<file path="config.mk">
export PLATFORM = sky130hd
export DESIGN_NAME = e3_to_bin
export DESIGN_NICKNAME = d
export VERILOG_FILES = /design/src/rtl/e3_pkg.sv /design/src/rtl/e3_digit_dec.sv /design/src/rtl/e3_to_bin.sv
export SDC_FILE = /design/constraint.sdc
export NUM_CORES = 1
export LEC_CHECK = 0
export ABC_CLOCK_PERIOD_IN_PS = 5600
export CAP_MARGIN = 20
export CELL_PAD_IN_SITES_DETAIL_PLACEMENT = 1
export CELL_PAD_IN_SITES_GLOBAL_PLACEMENT = 1
export CORE_ASPECT_RATIO = 1.75
export CORE_MARGIN = 5
export CORE_UTILIZATION = 40
export CTS_CLUSTER_DIAMETER = 30
export DETAILED_ROUTE_END_ITERATION = 7
export HOLD_SLACK_MARGIN = 0.08
export PLACE_DENSITY = 0.82
export SLEW_MARGIN = 5
export SYNTH_ARGS = -nofsm -noshare
export SYNTH_HDL_FRONTEND = slang
export SYNTH_SLANG_ARGS = --single-unit
</file>
<file path="constraint.sdc">
create_clock -name clk -period 5.6 [get_ports clk]
set_input_delay 0.56 -clock clk [delete_from_list [all_inputs] [get_ports clk]]
set_output_delay 0.56 -clock clk [all_outputs]
set_load 0.1 [all_outputs]
</file>
<file path="src/rtl/e3_pkg.sv">
// Excess-3 constants and the FSM state type shared by the E3 adder and its decoders.
package e3_pkg;

    localparam logic [3:0] E3_BIAS = 4'd3;
    localparam logic [3:0] E3_MIN  = 4'b0011;
    localparam logic [3:0] E3_MAX  = 4'b1100;

    typedef enum logic [1:0] {
        IDLE = 2'd0,
        CONV = 2'd1,
        DONE = 2'd2
    } e3_dec_state_t;

    function automatic logic e3_digit_ok(input logic [3:0] d);
        return (d >= E3_MIN) && (d <= E3_MAX);
    endfunction

endpackage

</file>
<file path="src/rtl/e3_digit_dec.sv">
// Combinational single-digit Excess-3 decode; the invalid flag exists only
// when E3_DEC_CHECK_EN is defined, otherwise digits wrap arithmetically.
module e3_digit_dec
    import e3_pkg::*;
(
    input  logic [3:0] digit_i,
    output logic [3:0] val_o
`ifdef E3_DEC_CHECK_EN
    ,
    output logic       invalid_o
`endif
);

`ifdef E3_DEC_CHECK_EN
    always_comb begin
        invalid_o = !e3_digit_ok(digit_i);
        val_o     = invalid_o ? 4'd0 : (digit_i - E3_BIAS);
    end
`else
    assign val_o = digit_i - E3_BIAS;
`endif

endmodule

</file>
<file path="src/rtl/e3_to_bin.sv">
// Digit-serial Excess-3 to binary decoder, MSD first, one digit per cycle.
// Optional digit range checking is enabled with the E3_DEC_CHECK_EN macro.
module e3_to_bin
    import e3_pkg::*;
#(
    parameter int DIGITS = 4,
    parameter int OUT_W  = 14
) (
    input  logic                clk,
    input  logic                rst,
    input  logic                in_valid,
    output logic                in_ready,
    input  logic [4*DIGITS-1:0] in_e3,
    output logic                out_valid,
    input  logic                out_ready,
    output logic [OUT_W-1:0]    out_bin,
    output logic                out_err
);

    localparam int IN_W  = 4 * DIGITS;
    localparam int CNT_W = (DIGITS > 1) ? $clog2(DIGITS) : 1;

    e3_dec_state_t      state_q;
    logic [IN_W-1:0]    sr_q;
    logic [OUT_W-1:0]   acc_q;
    logic [CNT_W-1:0]   cnt_q;
    logic               out_valid_q;
    logic [OUT_W-1:0]   out_bin_q;

    logic [3:0]         msd;
    logic [3:0]         dval;
    logic [OUT_W-1:0]   acc_d;

    assign msd = sr_q[IN_W-1 -: 4];

`ifdef E3_DEC_CHECK_EN
    logic dinv;
    logic err_q;
    logic err_d;
    logic out_err_q;

    e3_digit_dec u_dec (
        .digit_i   (msd),
        .val_o     (dval),
        .invalid_o (dinv)
    );

    assign err_d = err_q | dinv;
`else
    e3_digit_dec u_dec (
        .digit_i (msd),
        .val_o   (dval)
    );
`endif

    // acc*10 as (acc<<3)+(acc<<1), wrapping modulo 2^OUT_W
    assign acc_d = (acc_q << 3) + (acc_q << 1) + {{(OUT_W-4){1'b0}}, dval};

    always_ff @(posedge clk) begin
        if (rst) begin
            state_q     <= IDLE;
            out_valid_q <= 1'b0;
            out_bin_q   <= '0;
`ifdef E3_DEC_CHECK_EN
            out_err_q   <= 1'b0;
`endif
        end else begin
            case (state_q)
                IDLE: begin
                    if (in_valid) begin
                        sr_q    <= in_e3;
                        acc_q   <= '0;
                        cnt_q   <= CNT_W'(DIGITS - 1);
`ifdef E3_DEC_CHECK_EN
                        err_q   <= 1'b0;
`endif
                        state_q <= CONV;
                    end
                end
                CONV: begin
                    acc_q <= acc_d;
                    sr_q  <= sr_q << 4;
`ifdef E3_DEC_CHECK_EN
                    err_q <= err_d;
`endif
                    if (cnt_q == '0) begin
                        state_q     <= DONE;
                        out_valid_q <= 1'b1;
                        out_bin_q   <= acc_d;
`ifdef E3_DEC_CHECK_EN
                        out_err_q   <= err_d;
`endif
                    end else begin
                        cnt_q <= cnt_q - CNT_W'(1);
                    end
                end
                DONE: begin
                    if (out_ready) begin
                        out_valid_q <= 1'b0;
                        state_q     <= IDLE;
                    end
                end
                default: state_q <= IDLE;
            endcase
        end
    end

    // Gated by rst so nothing is accepted while reset is held.
    assign in_ready  = (state_q == IDLE) && !rst;
    assign out_valid = out_valid_q;
    assign out_bin   = out_bin_q;
`ifdef E3_DEC_CHECK_EN
    assign out_err   = out_err_q;
`else
    assign out_err   = 1'b0;
`endif

endmodule
</file>
After elaboration in Yosys (flattened, before gate mapping)
Index checks and enable logic that the tools add are counted.
{"block": "word_totals", "reg_bits": 48, "in_bits": 20, "output_inout_bits": 17, "wordCells": 42}
{"block": "op_classes", "add_sub_neg": 4, "n_eq_ne": 6, "mux": 14, "n_bitwise": 1, "n_reduce_logical": 11}
{"cell": "16-bit one-hot mux with 2 select lines", "count": 1}
{"cell": "13-bit one-hot mux with 2 select lines", "count": 1}
{"cell": "16-bit 2-to-1 mux", "count": 1}
{"cell": "14-bit adder", "count": 1}
{"cell": "14-bit by 4-bit adder with 14-bit output", "count": 1}
{"cell": "13-bit 2-to-1 mux", "count": 1}
{"cell": "2-bit 2-to-1 mux", "count": 5}
{"cell": "3-bit AND reduction", "count": 3}
{"cell": "2-bit inequality test, second input constant", "count": 4}
{"cell": "2-bit one-hot mux with 3 select lines", "count": 1}
{"cell": "2-bit logical NOT", "count": 2}
{"cell": "2-bit one-hot mux with 2 select lines", "count": 1}
{"cell": "4-bit AND reduction", "count": 1}
{"cell": "2-bit nonzero test", "count": 2}
{"cell": "4-bit by 2-bit subtractor with 4-bit output, second input constant", "count": 1}
{"cell": "2-bit by 1-bit == test with 1-bit output, second input constant", "count": 1}
{"cell": "2-bit == test, second input constant", "count": 1}
{"cell": "1-bit 2-to-1 mux", "count": 2}
{"cell": "1-bit one-hot mux with 2 select lines", "count": 1}
{"cell": "2-bit AND reduction", "count": 1}
{"cell": "2-bit by 1-bit subtractor with 2-bit output, second input constant", "count": 1}
{"cell": "1-bit logical AND", "count": 1}
{"cell": "1-bit logical NOT", "count": 1}
{"cell": "1-bit NOT", "count": 1}

Longest topological paths before layout
Gate-level depths: netlist of the first run.
{"block": "depth", "depth_word": 3, "ltp_mapped": 10, "mapped_depth_nobuf": 10}

By module
From an unflattened synthesis of the first run, not the netlist that was laid out.
{"block": "hier_totals", "cells_unflattened": 281, "area_unflattened_um2": 2752.6}
{"module": "e3_to_bin", "n_inst": 1, "cells_per_inst": 276, "area_each_um2": 2710.1, "seq_area_each_um2": 1271.2}
{"module": "e3_digit_dec", "n_inst": 1, "cells_per_inst": 5, "area_each_um2": 42.5, "seq_area_each_um2": 0.0}

Worst setup path before layout of the first run
OpenSTA, ideal clock, no wires.
{"block": "synth_timing", "path_kind": "input to output", "startpoint": "input port rst", "endpoint": "output port in_ready", "arrival_time_ns": 2.982, "t_required_ns": 5.040, "setup_slack_ns": 2.058, "stages": 3, "n_path_buf": 2, "path_cell_list": "clkbuf_1 -> clkbuf_1 -> nor3_1"}
{"block": "synth_via", "elab_chain_len": 2}
{"element": "from (decl)", "line_no": "e3_to_bin.sv:10", "rtl": "input logic rst,"}
{"element": "1-bit logical NOT", "line_no": "e3_to_bin.sv:109", "rtl": "assign in_ready = (state_q == IDLE) && !rst;"}
{"element": "1-bit logical AND", "line_no": "e3_to_bin.sv:109"}
{"element": "to (decl)", "line_no": "e3_to_bin.sv:12", "rtl": "output logic in_ready,"}
No other way between the ends.

Worst setup path in the final report of the first run
Same ends and word-level chain as after synthesis.

==> results_dict.tcl, run 1 <==
set metrics [dict create \
    die_h_um 119 \
    highest_layer "met4" \
    syn_nets 324 \
    numCtsBuffers 5 \
    n_antenna_cell 0 \
    fin_area_mm2 0.00327 \
    layout_commonest_cell "nand2_1" \
    die_w_um 72.3 \
    hpwl_um 4700 \
    hold_slack_ns 0.462 \
    core_mm2 0.00659 \
    r2r_slack_ns 2.61 \
    drt_pass1_iterations 4 \
    synth_warnings 0 \
    irDropWorstVdd_uv 270 \
    fin_crit_sh_pct 62.9 \
    drv_cap 0 \
    synthArstFlopShare_pct 0 \
    fin_ws_ns 2.08 \
    cp_common_cell "clkdlybuf4s50_1" \
    path_cells "clkdlybuf4s50_1 -> nor3_1 -> clkdlybuf4s50_1" \
    path_clk_slew_ns 0.07 \
    setup_viol 0 \
    pin_count 37 \
    clock_path_buffers 2 \
    grt_start_max_net_pins 32 \
    clock_latency_ns 0.30 \
    ctsHoldBuffers 0 \
    skew_ns 0.00648 \
    final_util_pct 49.6 \
    drive_gt1_share_pct 5.86 \
    total_leakage_power_nw 1.32 \
    routed-via-count 2153 \
    end_kind "output port" \
    slowest_delay_ns 1.19 \
    cts_post_setup_buffers_inserted 0 \
    crit_fanout 20 \
    die_area_mm2 0.00861 \
    run_status "complete, no violations" \
    mostFrequentLayoutCells "nand2_1, clkdlybuf4s50_1, edfxtp_1" \
    fmax_mhz 284 \
    clockRootBuffer "clkbuf_16" \
    grt_pass1_vias 2293 \
    track_usage_pct 16.6 \
    arrival_ns 2.96 \
    syn_inst 278 \
    start_kind "primary input" \
    start_util_pct 41.3 \
    finalCriticalPeriod_ns 3.52 \
    slew_viol_final 0 \
    synth_area_mm2 0.00272 \
    synth_area_per_cell_um2 9.78 \
    dp_slack_ns 2.09 \
    rsz0062_at_grt "no" \
    routed_via_density 5.53 \
    synth_cell_types 46 \
    synth_edf_count 31 \
    grt_pass1_wl_um 11000 \
    max-slew-margin-rel_pct 33.9 \
    wl_um 6560 \
    route.met3.wl_um 197 \
    final_nets 352 \
    area_growth_syn_to_layout_pct 20.3 \
    dr.first_iter.drc_count 69 \
    cts_tree "yes" \
    wl_met2_um 3770 \
    antenna_found_initial 0 \
    crit_slowest_cell "clkdlybuf4s50_1" \
    clkSinkCount 48 \
    ys_ff_latch 48 \
    cts-resized-gates 0 \
    placed_area_mm2 0.00310 \
    post-route-drc-count 0 \
    ys.flop_type "edfxtp_1" \
    gp_congestion 0.836 \
    htreeDepth 2 \
    yosysSeqAreaShare_pct 46.8 \
    hold_viol 0 \
    worst_pin_slew_ns 0.989 \
    worstPathRequired_ns 5.04 \
    io_buffers 35 \
    hp-class "register to register" \
    crit_type "primary input to output port" \
    wl_per_cell_um 16.9 \
    overflow 0 \
    met1Wirelength_um 2440 \
    setup_tns_ns 0 \
    power_per_cell_area_mw_per_mm2 320 \
    ant_nets 0 \
    rows 39 \
]
[sequential cells by signal (all words and copies together) (netlist names)]
name,count
out_valid,1
cnt_q,2
acc_q,13
state_q,2
sr_q,16
out_bin,14
[routing by layer]
layer | GRT usage (%) | vias to the layer above
li1 | - | 1039
met1 | 16.4 | 1070
met2 | 32.0 | 34
met3 | 3.12 | 10
met4 | 7.41 | 0
met5 | 0 | -
[stage by stage]
step / instances / power (W)
finish: 389 / 0.00105
global route: 389 / 0.00109
CTS: 389 / 0.00105
detailed placement: 381 / 0.000704
global placement: 381 / 0.000690
floorplan: 278 / 0.000635
[final cells by class]
class	count	area (um2)
multi-input cells	205	1330
repair buffers	36	358
well taps	82	103
flip-flops and latches	48	1270
fillers	754	3320
clock inverters	3	42.5
inverters	10	37.5
clock buffers	5	125
[cells in the mapped netlist, types with 2 or more instances]
master / number / area (um2)
ha_1: 24 / 300
edfxtp_1: 31 / 931
nor4_1: 2 / 12.5
buf_4: 4 / 30.0
clkbuf_1: 8 / 30.0
nand2_1: 60 / 225
o211ai_1: 3 / 22.5
a21oi_1: 18 / 90.1
buf_2: 2 / 10.0
inv_1: 10 / 37.5
and2_1: 12 / 75.1
a31oi_1: 3 / 18.8
a21o_1: 3 / 22.5
a211oi_1: 2 / 15.0
nand3_1: 10 / 50.1
and4_1: 3 / 26.3
nor2_1: 13 / 48.8
o21ai_0: 3 / 15.0
xor2_1: 3 / 26.3
o21ai_2: 2 / 17.5
dfxtp_1: 17 / 340
or4_1: 4 / 30.0
nand2b_1: 2 / 12.5
nand4_1: 4 / 25.0
fa_1: 2 / 40.0
xnor2_1: 6 / 52.6
and3_1: 3 / 18.8
nor3_1: 6 / 30.0
[path summary, 6_finish.rpt]
check	startpoint	end	cells after the start
max reg2reg	sr_q[12]$_DFFE_PP_	acc_q[10]$_SDFFCE_PN0P_	10
min reg2reg	out_bin[2]$_SDFFE_PP0P_	out_bin[2]$_SDFFE_PP0P_	2
max	rst	in_ready	3
min	out_bin[2]$_SDFFE_PP0P_	out_bin[2]$_SDFFE_PP0P_	2
[cells by family (layout without fill, tap and decap cells)]
family	after synthesis	after routing	synth area share, %
flip-flops	48	48	46.8
AO/OA/AOI/OAI	45	45	11.5
adder cells (fa/ha/maj)	26	26	12.5
XOR/XNOR	9	9	2.90
AND/OR/NAND/NOR	123	123	21.5
other	1	1	0.138
buffers and inverters	25	54	4.37
multiplexers	1	1	0.368
[worst max-delay path: cells and delay by family]
family,cells,cell delay (ns)
buffers and inverters,2,2.03
and+or+nand+nor,1,0.36
[report_power, final]
group / internal [W] / switching (W)
Clock: 0.000210 / 0.000140
Sequential: 0.000407 / 0.0000125
Combinational: 0.000102 / 0.000175
Total: 0.000719 / 0.000328
No activity file was read; power rests on OpenSTA's default activity.
==> run 2: changes to the inputs <==
- ABC_CLOCK_PERIOD_IN_PS: 5600 -> 3300
- clock period: 5.6 -> 3.3 ns (I/O delays scaled with it)
==> run 2 against run 1 <==
  * Non-clock buffer count grew 1
  * Die area is the same
  * Register-to-register slack lost 2.3 ns
  * Flip-flop and latch count is the same
  * Power grew 76%
  * Setup slack lost 1.7 ns
  * Wire length grew 0.64%
  * First-iteration DRC count grew 41%
  * Clock-buffer cell count grew 1
  * Via count shrank 0.37%
==> results_dict.tcl, run 2 (same netlist as run 1, synthesis figures left out) <==
set metrics [dict create \
    run_status "complete, no violations" \
    pin_count 37 \
    post-route-drc-count 0 \
    setup_tns_ns 0 \
    cts-resized-gates 0 \
    htreeDepth 2 \
    clock_path_buffers 2 \
    path_cells "a21oi_1 -> xnor2_1 -> fa_1 -> inv_1 -> fa_1 -> a21oi_1 -> o21ai_2 -> a32oi_1 -> a211o_1 -> o21ai_0" \
    mostFrequentLayoutCells "nand2_1, clkdlybuf4s50_1, edfxtp_1" \
    wl_per_cell_um 16.9 \
    slowest_delay_ns 0.48 \
    grt_start_max_net_pins 32 \
    crit_fanout 4 \
    grt_util_met2_pct 32.5 \
    grt_busiest_layer "met2" \
    rsz0062_at_grt "no" \
    drive_gt1_share_pct 6.17 \
    arrival_ns 3.01 \
    power_per_cell_area_mw_per_mm2 560 \
    worst_pin_slew_ns 0.981 \
    crit_path_start "sr_q[12]$_DFFE_PP_" \
    track_usage_pct 16.8 \
    setup_viol 0 \
    largest_register "sr_q" \
    io_buffers 35 \
    area_growth_syn_to_layout_pct 21.3 \
    fin_crit_sh_pct 90.0 \
    use_met1_pct 16.3 \
    clkSinkCount 48 \
    total_leakage_power_nw 1.34 \
    final_nets 353 \
    hpwl_um 4880 \
    largest_reg_flops 16 \
    rows 39 \
    max-slew-margin-rel_pct 34.4 \
    overflow 0 \
    layout_commonest_cell "nand2_1" \
    clockRootBuffer "clkbuf_16" \
    core_mm2 0.00659 \
    gp_congestion 0.864 \
    ant_nets 0 \
    routed_via_density 5.50 \
    worstPathRequired_ns 3.34 \
    irDropWorstVdd_uv 489 \
    slew_viol_final 0 \
    finalPower_w 0.00185 \
    grt_pass1_wl_um 11200 \
    skew_ns 0.00679 \
    die_h_um 119 \
    drt_pass1_iterations 4 \
    die_area_mm2 0.00861 \
    cts_post_setup_buffers_inserted 0 \
    ctsHoldBuffers 0 \
    final_util_pct 50.0 \
    crit_slowest_cell "fa_1" \
    path_clk_slew_ns 0.07 \
    start_util_pct 41.3 \
    hp-class "register to register" \
    wl_um 6600 \
    fmax_mhz 337 \
    die_w_um 72.3 \
    end_kind "register" \
    drv_cap 0 \
    start_kind "register" \
    hp-start "out_bin[6]$_SDFFE_PP0P_" \
    grtUsageMet3_pct 3.96 \
    cts_tree "yes" \
    reg2reg_from "sr_q[12]$_DFFE_PP_" \
    grt_pass1_vias 2358 \
    n_antenna_cell 0 \
    numCtsBuffers 5 \
    clock_latency_ns 0.29 \
    finalCriticalPeriod_ns 2.97 \
    antenna_found_initial 0 \
    routed-via-count 2145 \
    hold_viol 0 \
    crit_type "register to register" \
    dr.first_iter.drc_count 97 \
]
[run 2: critical path, delay by kind of cell, from the launching register on]
family                   cells  cell delay (ns)
flip-flops                   1             0.44
adder cells (fa/ha/maj)      2             0.94
XOR/XNOR                     1             0.10
AO/OA/AOI/OAI                6             1.15
buffers and inverters        1             0.07
[run 2: where the power goes]
group          switching (W)  total, W  internal (W)
combinational       0.000301  0.000476      0.000174
clock               0.000225  0.000660      0.000435
sequential         0.0000216  0.000712      0.000690
total               0.000548   0.00185       0.00130
[run 2: layout make-up]
| type | instances | area, um2 |
|---|---|---|
| fill | 759 | 3290 |
| tap | 82 | 103 |
| inverter | 10 | 37.5 |
| clock buffer | 6 | 129 |
| timing repair buffer | 37 | 363 |
| multi-input combinational | 205 | 1330 |
| clock inverter | 2 | 60.1 |
| sequential | 48 | 1270 |
[run 2: through the flow]
| step | setup slack (ns) | hold WS (ns) | cells | instance area, um2 |
|---|---|---|---|---|
| detailed placement | 0.330 | 0.453 | 382 | 3110 |
| finish | 0.329 | 0.459 | 390 | 3300 |
| floorplan | 0.0000822 | 0.479 | 278 | 2720 |
| global route | 0.184 | 0.481 | 390 | 3300 |
| global placement | 0.517 | 0.444 | 382 | 3110 |
| CTS | 0.324 | 0.463 | 390 | 3300 |
[run 2: final timing paths]
check             depth (start not counted)                       to  slack (ns)
setup / recovery                         10  acc_q[10]$_SDFFCE_PN0P_        0.33
hold reg to reg                           2  out_bin[6]$_SDFFE_PP0P_        0.46
hold / removal                            2  out_bin[6]$_SDFFE_PP0P_        0.46
setup reg to reg                         10  acc_q[10]$_SDFFCE_PN0P_        0.33
[run 2: metal layers]
| metal | routed length [um] | share of wire [%] |
|---|---|---|
| met5 | 0 | 0 |
| met4 | 164 | 2.5 |
| met3 | 243 | 3.7 |
| met2 | 3840 | 58 |
| met1 | 2350 | 36 |
==> run 3: changes to the inputs <==
- PLACE_DENSITY: 0.82 -> 0.85
- TNS_END_PERCENT: default -> 30
==> run 3 against run 2 <==
  * Clock skew rose by 0.00066 ns
  * Register-to-register slack improved by 0.04 ns
  * Flip-flop and latch count is the same
  * First-iteration DRC count decreased by 54%
==> results_dict.tcl, run 3 (same netlist as run 1, synthesis figures left out) <==
set metrics [dict create \
    run_status "complete, no violations" \
    crit_fanout 4 \
    crit_path_start "sr_q[12]$_DFFE_PP_" \
    path_clk_slew_ns 0.07 \
    largest_register "sr_q" \
    slew_viol_final 0 \
    setup_viol 0 \
    n_antenna_cell 0 \
    final_nets 353 \
    drt_pass1_iterations 4 \
    core_mm2 0.00659 \
    fmax_mhz 341 \
    gp_congestion 0.859 \
    htreeDepth 2 \
    rows 39 \
    grt_pass1_wl_um 11000 \
    end_kind "register" \
    path_cells "a21oi_1 -> xnor2_1 -> fa_1 -> inv_1 -> fa_1 -> a21oi_1 -> o21ai_2 -> a32oi_1 -> a211o_1 -> o21ai_0" \
    setup_tns_ns 0 \
    largest_reg_flops 16 \
    worst_pin_slew_ns 0.973 \
    area_growth_syn_to_layout_pct 20.5 \
    power_per_cell_area_mw_per_mm2 542 \
    die_w_um 72.3 \
    irDropWorstVdd_uv 367 \
    hpwl_um 4900 \
    hold_viol 0 \
    wl_um 6600 \
    slowest_delay_ns 0.48 \
    track_usage_pct 16.6 \
    total_leakage_power_nw 1.33 \
    post-route-drc-count 0 \
    pin_count 37 \
    hold_slack_ns 0.463 \
    clkSinkCount 48 \
    routed_via_density 5.46 \
    dr.first_iter.drc_count 45 \
    grt_pass1_vias 2370 \
    die_area_mm2 0.00861 \
    drive_gt1_share_pct 6.17 \
    clockRootBuffer "clkbuf_16" \
    ant_nets 0 \
    arrival_ns 2.98 \
    clock_path_buffers 2 \
    crit_type "register to register" \
    cts_tree "yes" \
    finalCriticalPeriod_ns 2.94 \
    die_h_um 119 \
    drv_cap 0 \
    mostFrequentLayoutCells "nand2_1, clkdlybuf4s50_1, edfxtp_1" \
    hp-start "out_bin[3]$_SDFFE_PP0P_" \
    numCtsBuffers 5 \
    start_util_pct 41.3 \
    wl_per_cell_um 16.9 \
    cts-resized-gates 0 \
    cts_post_setup_buffers_inserted 0 \
    crit_family "compound AO/OA/AOI/OAI gates" \
    max-slew-margin-rel_pct 35.0 \
    layout_commonest_cell "nand2_1" \
    reg2reg_from "sr_q[12]$_DFFE_PP_" \
    crit_slowest_cell "fa_1" \
    overflow 0 \
    worstPathRequired_ns 3.35 \
    antenna_found_initial 0 \
    rsz0062_at_grt "no" \
    clock_latency_ns 0.30 \
    cp.buffers_inverters 1 \
    grt_start_max_net_pins 32 \
    fin_crit_sh_pct 89.0 \
    start_kind "register" \
    routed-via-count 2129 \
    skew_ns 0.00745 \
    io_buffers 35 \
    hp-class "register to register" \
    ctsHoldBuffers 0 \
]
## run 3: cell types whose count changed in the layout (fill, tap and decap cells not counted), sizes merged
cell | previous run | this run
clkinv | 0 | 2
bufinv | 2 | 1
clkbuf | 6 | 5
## run 3: area by class of cell
| type | count | area, um2 |
|---|---|---|
| Timing Repair Buffer | 37 | 363 |
| Inverter | 10 | 37.5 |
| Fill cell | 752 | 3310 |
| Sequential cell | 48 | 1270 |
| Clock buffer | 5 | 125 |
| Multi-Input combinational cell | 205 | 1330 |
| Tap cell | 82 | 103 |
| Clock inverter | 3 | 42.5 |
## run 3: power breakdown
part,switching [W],leakage [nW],internal (W),total (W)
logic,0.000304,0.808,0.000174,0.000479
registers,0.0000210,0.437,0.000690,0.000711
clock network,0.000228,0.0814,0.000356,0.000585
## run 3: path summary, 6_finish.rpt
kind	endpoint	slack [ns]	cells after the start
setup / recovery	acc_q[10]$_SDFFCE_PN0P_	0.36	10
setup reg to reg	acc_q[10]$_SDFFCE_PN0P_	0.36	10
hold reg to reg	out_bin[3]$_SDFFE_PP0P_	0.46	2
hold / removal	out_bin[3]$_SDFFE_PP0P_	0.46	2
## run 3: through the flow
step | total power (W) | utilization [%] | instances | setup WS (ns) | cell area [um2]
4_1_cts | 0.00179 | 49.7 | 390 | 0.345 | 3280
3_3_place_gp | 0.00118 | 47.2 | 382 | 0.522 | 3110
2_1_floorplan | 0.00108 | - | 278 | 0.0000822 | 2720
3_5_place_dp | 0.00120 | 47.2 | 382 | 0.357 | 3110
6_report | 0.00177 | 49.7 | 390 | 0.364 | 3280
5_1_grt | 0.00186 | 49.7 | 390 | 0.219 | 3280
## run 3: worst min-delay path, cell delays in order (launching register included)
cell and delay (ns):
dfxtp_1 0.31, nand2_1 0.05, a21oi_1 0.05
## run 3: layer usage
metal  vias up  routed length [um]  track usage (%)
li1       1041                   -                -
met1      1029                2430             16.1
met2        42                3770             31.8
met3        17                 207             3.46
met4         0                 191             7.76
met5         -                   0                0
